### config.mk
export PLATFORM = sky130hd
export DESIGN_NAME = vram_arbiter
export DESIGN_NICKNAME = d
export VERILOG_FILES = /design/src/rtl/vram_arbiter.sv
export SDC_FILE = /design/constraint.sdc
export NUM_CORES = 1
export LEC_CHECK = 0
export ABC_AREA = 1
export BUFFER_PORTS_ARGS = -buffer_cell sky130_fd_sc_hd__buf_2
export CAP_MARGIN = 40
export CORE_UTILIZATION = 30
export CTS_CLUSTER_SIZE = 40
export DETAILED_ROUTE_END_ITERATION = 6
export GPL_TIMING_DRIVEN = 0
export MAX_ROUTING_LAYER = met4
export PLACE_DENSITY_LB_ADDON = 0.15
export SLEW_MARGIN = 20
export SYNTH_ARGS = -nofsm -noshare
export SYNTH_HDL_FRONTEND = slang
export SYNTH_SLANG_ARGS = --single-unit
### constraint.sdc
create_clock -name clk -period 5.6 [get_ports clk]
set_clock_uncertainty 0.1 [all_clocks]
set_input_delay 1.12 -clock clk [delete_from_list [all_inputs] [get_ports clk]]
set_output_delay 1.12 -clock clk [all_outputs]
set_load 0.02 [all_outputs]
### src/rtl/vram_arbiter.sv
`timescale 1ns/1ps
// vram_arbiter
// Shares one synchronous single-port frame-buffer RAM (FB_W x FB_H entries,
// each covering a 4x4 block of the 640x480 screen) between three requesters:
//   - display reads, one per active-video pixel tick (always wins its slot)
//   - a full-buffer clear engine (beats the writer)
//   - a game-logic writer with a req/ack handshake
//
// Ports:
//   clk, reset               system clock (4x pixel clock), async active-high reset
//   p_tick, video_on, x, y   sync-generator timing inputs
//   wr_req/wr_addr/wr_data   writer request, held until wr_ack
//   wr_ack                   one-cycle ack, high in the cycle the write is on ram_*
//   clr_start/clr_data       start a clear with the given fill value
//   clr_busy                 high while a clear is running
//   ram_en/we/addr/wdata     registered RAM command
//   ram_rdata                RAM read data, valid the cycle after a read
//   pix_data                 pixel to the colour stage, 3 cycles after the slot
//
// Build option: define VRAM_VBLANK_WR_EN to restrict clear and writer
// accesses to vertical blanking (y >= FB_H*4). Display reads are unaffected.
module vram_arbiter #(
  parameter int FB_W = 160,
  parameter int FB_H = 120,
  parameter int DW   = 8,
  parameter int AW   = 15
) (
  input  logic          clk,
  input  logic          reset,
  input  logic          p_tick,
  input  logic          video_on,
  input  logic [9:0]    x,
  input  logic [9:0]    y,
  input  logic          wr_req,
  input  logic [AW-1:0] wr_addr,
  input  logic [DW-1:0] wr_data,
  output logic          wr_ack,
  input  logic          clr_start,
  input  logic [DW-1:0] clr_data,
  output logic          clr_busy,
  output logic          ram_en,
  output logic          ram_we,
  output logic [AW-1:0] ram_addr,
  output logic [DW-1:0] ram_wdata,
  input  logic [DW-1:0] ram_rdata,
  output logic [DW-1:0] pix_data
);

  localparam logic [0:0] S_IDLE  = 1'b0;
  localparam logic [0:0] S_CLEAR = 1'b1;

  localparam logic [AW-1:0] LAST_ADDR = AW'(FB_W * FB_H - 1);

  logic [0:0]    state_q, state_d;
  logic [AW-1:0] clr_cnt_q, clr_cnt_d;
  logic [DW-1:0] clr_val_q, clr_val_d;
  logic          ram_en_q, ram_en_d;
  logic          ram_we_q, ram_we_d;
  logic [AW-1:0] ram_addr_q, ram_addr_d;
  logic [DW-1:0] ram_wdata_q, ram_wdata_d;
  logic          wr_ack_q, wr_ack_d;
  // Pixel pipeline: stage 1 is the cycle the read is on ram_*, stage 2 the
  // cycle ram_rdata is valid. vis marks a real read, tick marks any p_tick.
  logic          tick1_q, tick1_d, vis1_q, vis1_d;
  logic          tick2_q, tick2_d, vis2_q, vis2_d;
  logic [DW-1:0] pix_data_q, pix_data_d;

  logic          disp_slot;
  logic          free_cycle;
  logic          bg_ok;
  logic [AW-1:0] disp_addr;
  logic          unused_xy_lsbs;

  // Each entry covers 4x4 screen pixels, so only x[9:2] and y[9:2] address it.
  assign disp_addr      = AW'(y[9:2]) * AW'(FB_W) + AW'(x[9:2]);
  assign unused_xy_lsbs = ^{x[1:0], y[1:0]};

  assign disp_slot  = p_tick && video_on;
  // The cycle after a writer grant is withheld from everyone but display, which
  // both spaces writer grants two cycles apart and keeps ack a single pulse.
  assign free_cycle = !disp_slot && !wr_ack_q;

`ifdef VRAM_VBLANK_WR_EN
  assign bg_ok = (y >= 10'(FB_H * 4));
`else
  assign bg_ok = 1'b1;
`endif

  always_comb begin
    // NOTE: every signal gets a default before any branch, so no path leaves
    // one unassigned and no latch is inferred.
    state_d     = state_q;
    clr_cnt_d   = clr_cnt_q;
    clr_val_d   = clr_val_q;
    ram_en_d    = 1'b0;
    ram_we_d    = 1'b0;
    ram_addr_d  = ram_addr_q;
    ram_wdata_d = ram_wdata_q;
    wr_ack_d    = 1'b0;

    if (disp_slot) begin
      ram_en_d   = 1'b1;
      ram_addr_d = disp_addr;
    end

    case (state_q)
      S_IDLE: begin
        if (clr_start) begin
          // Accepting a clear only changes state; the first clear write waits
          // for a later free cycle, and the writer loses this cycle.
          state_d   = S_CLEAR;
          clr_cnt_d = '0;
          clr_val_d = clr_data;
        end else if (wr_req && free_cycle && bg_ok) begin
          wr_ack_d = 1'b1;
          // Out-of-range addresses are acknowledged without touching the RAM.
          if (wr_addr <= LAST_ADDR) begin
            ram_en_d    = 1'b1;
            ram_we_d    = 1'b1;
            ram_addr_d  = wr_addr;
            ram_wdata_d = wr_data;
          end
        end
      end
      S_CLEAR: begin
        if (free_cycle && bg_ok) begin
          ram_en_d    = 1'b1;
          ram_we_d    = 1'b1;
          ram_addr_d  = clr_cnt_q;
          ram_wdata_d = clr_val_q;
          // Leaving CLEAR with the last write makes clr_busy fall in the same
          // cycle that write is presented on ram_*.
          if (clr_cnt_q == LAST_ADDR) begin
            state_d = S_IDLE;
          end else begin
            clr_cnt_d = clr_cnt_q + AW'(1);
          end
        end
      end
      default: state_d = S_IDLE;
    endcase

    tick1_d    = p_tick;
    vis1_d     = disp_slot;
    tick2_d    = tick1_q;
    vis2_d     = vis1_q;
    pix_data_d = pix_data_q;
    if (tick2_q) begin
      pix_data_d = vis2_q ? ram_rdata : '0;
    end
  end

  always_ff @(posedge clk or posedge reset) begin
    if (reset) begin
      state_q     <= S_IDLE;
      clr_cnt_q   <= '0;
      clr_val_q   <= '0;
      ram_en_q    <= 1'b0;
      ram_we_q    <= 1'b0;
      ram_addr_q  <= '0;
      ram_wdata_q <= '0;
      wr_ack_q    <= 1'b0;
      tick1_q     <= 1'b0;
      vis1_q      <= 1'b0;
      tick2_q     <= 1'b0;
      vis2_q      <= 1'b0;
      pix_data_q  <= '0;
    end else begin
      // NOTE: non-blocking assignments so every flop samples the values from
      // before this edge, independent of statement order.
      state_q     <= state_d;
      clr_cnt_q   <= clr_cnt_d;
      clr_val_q   <= clr_val_d;
      ram_en_q    <= ram_en_d;
      ram_we_q    <= ram_we_d;
      ram_addr_q  <= ram_addr_d;
      ram_wdata_q <= ram_wdata_d;
      wr_ack_q    <= wr_ack_d;
      tick1_q     <= tick1_d;
      vis1_q      <= vis1_d;
      tick2_q     <= tick2_d;
      vis2_q      <= vis2_d;
      pix_data_q  <= pix_data_d;
    end
  end

  assign wr_ack    = wr_ack_q;
  assign clr_busy  = (state_q == S_CLEAR);
  assign ram_en    = ram_en_q;
  assign ram_we    = ram_we_q;
  assign ram_addr  = ram_addr_q;
  assign ram_wdata = ram_wdata_q;
  assign pix_data  = pix_data_q;

endmodule
# Word-level counts from Yosys, hierarchy flattened
# Index checks and enable logic that the tools add are counted.
[totals]
reg_bits = 62
inputBits = 65
output_inout_bits = 35
wordCells = 67
[op_classes]
addsub = 2
n_mul = 1
n_lt_le_gt_ge = 1
eq_ne = 7
mux = 34
bitwise_logic = 1
n_reduce_logical = 8
[ops]
columns = ["operator", "n"]
rows = [
  ["2-to-1 mux 15 bit", 8],
  ["one-hot mux 15 bit (2 select lines)", 2],
  ["2-to-1 mux 8 bit", 5],
  ["one-hot mux 8 bit (2 select lines)", 1],
  ["adder 15 x 1 -> 15 bit (second input constant)", 1],
  ["adder 15 x 8 -> 15 bit", 1],
  ["equality test 15 bit (second input constant)", 1],
  ["<= comparator 15 bit (second input constant)", 1],
  ["2-to-1 mux 1 bit", 15],
  ["multiplier 8 x 3 -> 10 bit (second input constant)", 1],
  ["inequality test 2 bit (second input constant)", 5],
  ["one-hot mux 1 bit (2 select lines)", 3],
  ["AND reduction 4 bit", 1],
  ["logical AND 1 bit", 3],
  ["AND reduction 3 bit", 1],
  ["logical NOT 1 bit", 2],
  ["inequality test 2 x 1 -> 1 bit (second input constant)", 1],
  ["AND reduction 2 bit", 1],
  ["NOT 1 bit", 1],
]

# Logic depth before layout (Yosys ltp)
[depth]
depth_word = 7
mapped_depth = 16
depth_no_buf = 16

# Worst setup path before layout
# OpenSTA, ideal clock, no wires.
[synth_timing]
kind = "input to register"
startpoint = "input y[3]"
endpoint = "register ram_addr_q[14], in the netlist ram_addr[14]"
setup_time_ns = 0.116
arrival_ns = 3.010
required_ns = 5.384
path_slack_ns = 2.374
cell_stages = 14
path_buffers = 0
path_cell_list = "ha_1 > ha_1 > inv_1 > fa_1 > nor2_1 > nand3_1 > nor2_1 > nand2_1 > nor2_1 > nand3_1 > nand3_1 > nand3_1 > nand2_1 > nand2_1"
[synth_via]
elab_chain_len = 7
word_cells_on_any_way = 8
cone_classes = "add/sub (1); mul (1); mux (6)"
[synth_rtl]
columns = ["item", "line", "source"]
rows = [
  ["from (decl)", "33", "input logic [9:0] y,"],
  ["multiplier 8 x 3 -> 10 bit (*)", "75", "assign disp_addr = AW'(y[9:2]) * AW'(FB_W) + AW'(x[9:2]);"],
  ["adder 15 x 8 -> 15 bit (*)", "75", ""],
  ["2-to-1 mux 15 bit (*)", "101", "if (disp_slot) begin"],
  ["2-to-1 mux 15 bit", "117", "if (wr_addr <= LAST_ADDR) begin"],
  ["2-to-1 mux 15 bit", "114", "end else if (wr_req && free_cycle && bg_ok) begin"],
  ["2-to-1 mux 15 bit", "108", "if (clr_start) begin"],
  ["one-hot mux 15 bit (2 select lines) (*)", "106", "case (state_q)"],
  ["named net ram_addr_d[14]", "59", "logic [AW-1:0] ram_addr_q, ram_addr_d;"],
  ["to (signal assigned)", "176", "ram_addr_q <= ram_addr_d;"],
  ["to (decl)", "59", ""],
]
# Mark *: on every way through the listed nets, which the timed path passes. The rest lies on a longest branch.
# A chain may end at the register's enable or synchronous reset.

# Final worst setup path
# Ends and elaborated chain as after synthesis.

==> impl_metrics.toml <==
[setup_path]
worstSetupStartpointType = "input pin"
path_max_fanout = 3
cp.arrival_ns = 3.42
crit_required_ns = 5.72
end_kind = "flop"
critPathKind = "input pin to flop"

[logic_synthesis]
seq_area_frac_synth_pct = 42.55
yosys.area.top_type = "dfrtp_1"
synthCells = 444
ys_warn_count = 0
synth_xor_area_share_pct = 2.402
syn-num-nets = 527
synth_common_cells = "nand2_1 (105), dfrtp_1 (62), inv_1 (57)"
yosys-top-cells-area = "dfrtp_1 (43%), nand2_1 (11%), inv_1 (5.9%), ha_1 (5.5%), nand3_1 (5.4%)"
synth.area.mux_share_pct = 2.471
synth_compound_area_share_pct = 10.81
synthArstFlopShare_pct = 100.0
yosysMostFrequentCell = "nand2_1"
synth_ff_type = "dfrtp_1"
synth-seq-cells = 62
synth-simple-area-share_pct = 26.39
synth.cell_area_sq_um = 3646
synth_fa_ha_area_share_pct = 6.589
synth_edf_count = 0
synth.distinct_cells = 42
yosysTopAreaCellShare_pct = 42.55
avgSynthCellArea_sq_um = 8.212
synth_top_family_by_area = "simple AND/OR/NAND/NOR gates"

[power]
leakage_nw = 2.361
power_density_nw_per_um2 = 347.1
ir_drop_uv = 169.0
p_total_w = 0.001589

[floorplan]
coreArea_sq_um = 11610
die_w_um = 112.2
dieHeight_um = 112.2
dieArea_sq_um = 12600
ios = 100
initial_utilization_pct = 31.39
rows = 39

[clock_network]
cts-resized-gates = 0
root_buffer = "clkbuf_16"
h-tree-depth = 3
cts-hold-fix-buffers = 0
cts_made_buffers = 9
cts_tree = "built"
cts.clk_slew.worst_paths_ns = 0.05
cts_buffer_depth = 2
post_cts_buffers = 0
clk-insertion-delay-late_ns = 0.33
clock_sinks = 62

[timing]
fin_crit_ns = 3.307
final.period_utilization_pct = 59.06
relSlewSlack_pct = 52.43
tightestPinTransition_ns = 0.7135
hold_violations = 0
rsz0062_at_grt = "false"
slew_violations = 0
tns_ns = 0
setup_viol = 0
fmax_mhz = 302.4

[routing]
drt_wl_total_um = 9964
via_count = 3333
vias_per_cell = 4.782
drtIter0Drc = 124
drcViolationCount = 7
ant_nets = 0
dr.pass1.iters = 6
wl_per_cell_um = 14.30

[placed_design]
dpl.hpwl_um = 7865
port_buffers = 95
place.gp.congestion = 0.8706

[global_routing]
gr-total-overflow = 0
grtUsageTotal_pct = 17.67
antenna_found_initial = 0
grt_pass1_wl_um = 16770
grt_max_degree = 38
grt_pass1_vias = 3332

[status]
failed_checks = "design-rule violations"
status = "finished, violations left"

[finish]
final_nets = 634
area_delta_synth_final_pct = 25.60
fillers = 1249
drive_gt1_share_pct = 24.37
diodes = 0

[min_path]
min_path_type = "flop to flop"

[run]
drv_cap = 0
power breakdown:
group / internal, W / switching, W / leakage [nW]
registers: 0.000550 / 0.0000673 / 0.789
clock network: 0.000304 / 0.000184 / 0.128
logic: 0.000180 / 0.000304 / 1.44
layer usage:
metal  GRT usage (%)  wire length [um]  vias up  share of wire (%)
met5               -                 0        -                  0
met4           4.267                80        0               0.80
met3           4.428               411        7                4.1
met2           27.70              4671       67                 47
met1           22.93              4800     1573                 48
li1                -                 -     1686                  -
placed cells by master (no fill, tap or decap), drive strengths merged:
| cell | netlist | final |
|---|---|---|
| a21oi | 8 | 8 |
| a22oi | 1 | 1 |
| a31oi | 8 | 8 |
| and3 | 1 | 1 |
| buf | 9 | 105 |
| clkbuf | 7 | 19 |
| clkinv | 1 | 3 |
| dfrtp | 62 | 62 |
| fa | 2 | 2 |
| ha | 16 | 16 |
| inv | 59 | 59 |
| mux2i | 9 | 9 |
| nand2 | 110 | 110 |
| nand3 | 41 | 41 |
| nand3b | 1 | 1 |
| nand4 | 9 | 9 |
| nor2 | 33 | 33 |
| nor3 | 11 | 11 |
| nor4 | 1 | 1 |
| o211ai | 3 | 3 |
| o21a | 1 | 1 |
| o21ai | 24 | 24 |
| o21bai | 1 | 1 |
| o221ai | 11 | 11 |
| o31ai | 4 | 4 |
| or2 | 1 | 1 |
| xnor2 | 4 | 4 |
| xor2 | 6 | 6 |
path summary, 6_finish.rpt:
check                                    startpoint                       end  slack (ns)  cells after the start
max in group asynchronous                     reset     ram_addr[7]$_DFF_PP0_        4.22                      3
min in group asynchronous                     reset          ram_we$_DFF_PP0_        0.67                      2
setup / recovery                               y[3]    ram_addr[14]$_DFF_PP0_        2.29                     15
hold / removal                     vis1_q$_DFF_PP0_          vis2_q$_DFF_PP0_        0.25                      0
setup reg to reg           clr_cnt_q[0]$_DFFE_PP0P_  clr_cnt_q[2]$_DFFE_PP0P_        3.57                      9
hold reg to reg                    vis1_q$_DFF_PP0_          vis2_q$_DFF_PP0_        0.25                      0
critical path, stage by stage:
cell     delay [ns]
buf_2          0.12
ha_1           0.29
ha_1           0.23
inv_1          0.08
fa_1           0.45
nor2_1         0.16
nand3_1        0.10
nor2_1         0.21
nand2_1        0.08
nor2_1         0.17
nand3_1        0.09
nand3_1        0.13
nand3_1        0.08
nand2_1        0.06
nand2_1        0.05
cell families after synthesis:
group | after synthesis
fa+ha+maj | 18
buf+inv | 76
simple gates | 208
flops | 62
xor+xnor | 10
mux | 9
compound gates | 61
cell type report:
cell class	count	area (sq um)	area share, %
multi-input combinational	306	1774	38.74
timing repair buffer	96	495.5	10.82
clock inverter	2	10.01	0.2186
inverter	60	227.7	4.973
sequential	62	1551	33.88
buffer	16	95.09	2.077
tap	143	178.9	3.907
clock buffer	12	246.5	5.383
stage by stage:
step / instance area, sq um / std cells / worst slack (ns) / hold WS (ns) / utilization (%)
floorplan: 3646 / 444 / 2.374 / 0.2312 / -
global placement: 4300 / 682 / 1.900 / 0.2317 / 37.03
detailed placement: 4323 / 683 / 1.980 / 0.2370 / 37.22
CTS: 4579 / 697 / 2.313 / 0.2479 / 39.43
global route: 4579 / 697 / 2.058 / 0.2597 / 39.43
finish: 4579 / 697 / 2.293 / 0.2453 / 39.43
sequential cells by signal, indices dropped and copies added, names as in the netlist:
| register | flops |
|---|---|
| vis1_q | 1 |
| vis2_q | 1 |
| tick1_q | 1 |
| pix_data | 8 |
| ram_addr | 15 |
| clr_val_q | 8 |
| tick2_q | 1 |
| wr_ack | 1 |
| ram_wdata | 8 |
| clr_cnt_q | 15 |
| ram_en | 1 |
| clr_busy | 1 |
| ram_we | 1 |
No activity file was read; power rests on OpenSTA's default activity.
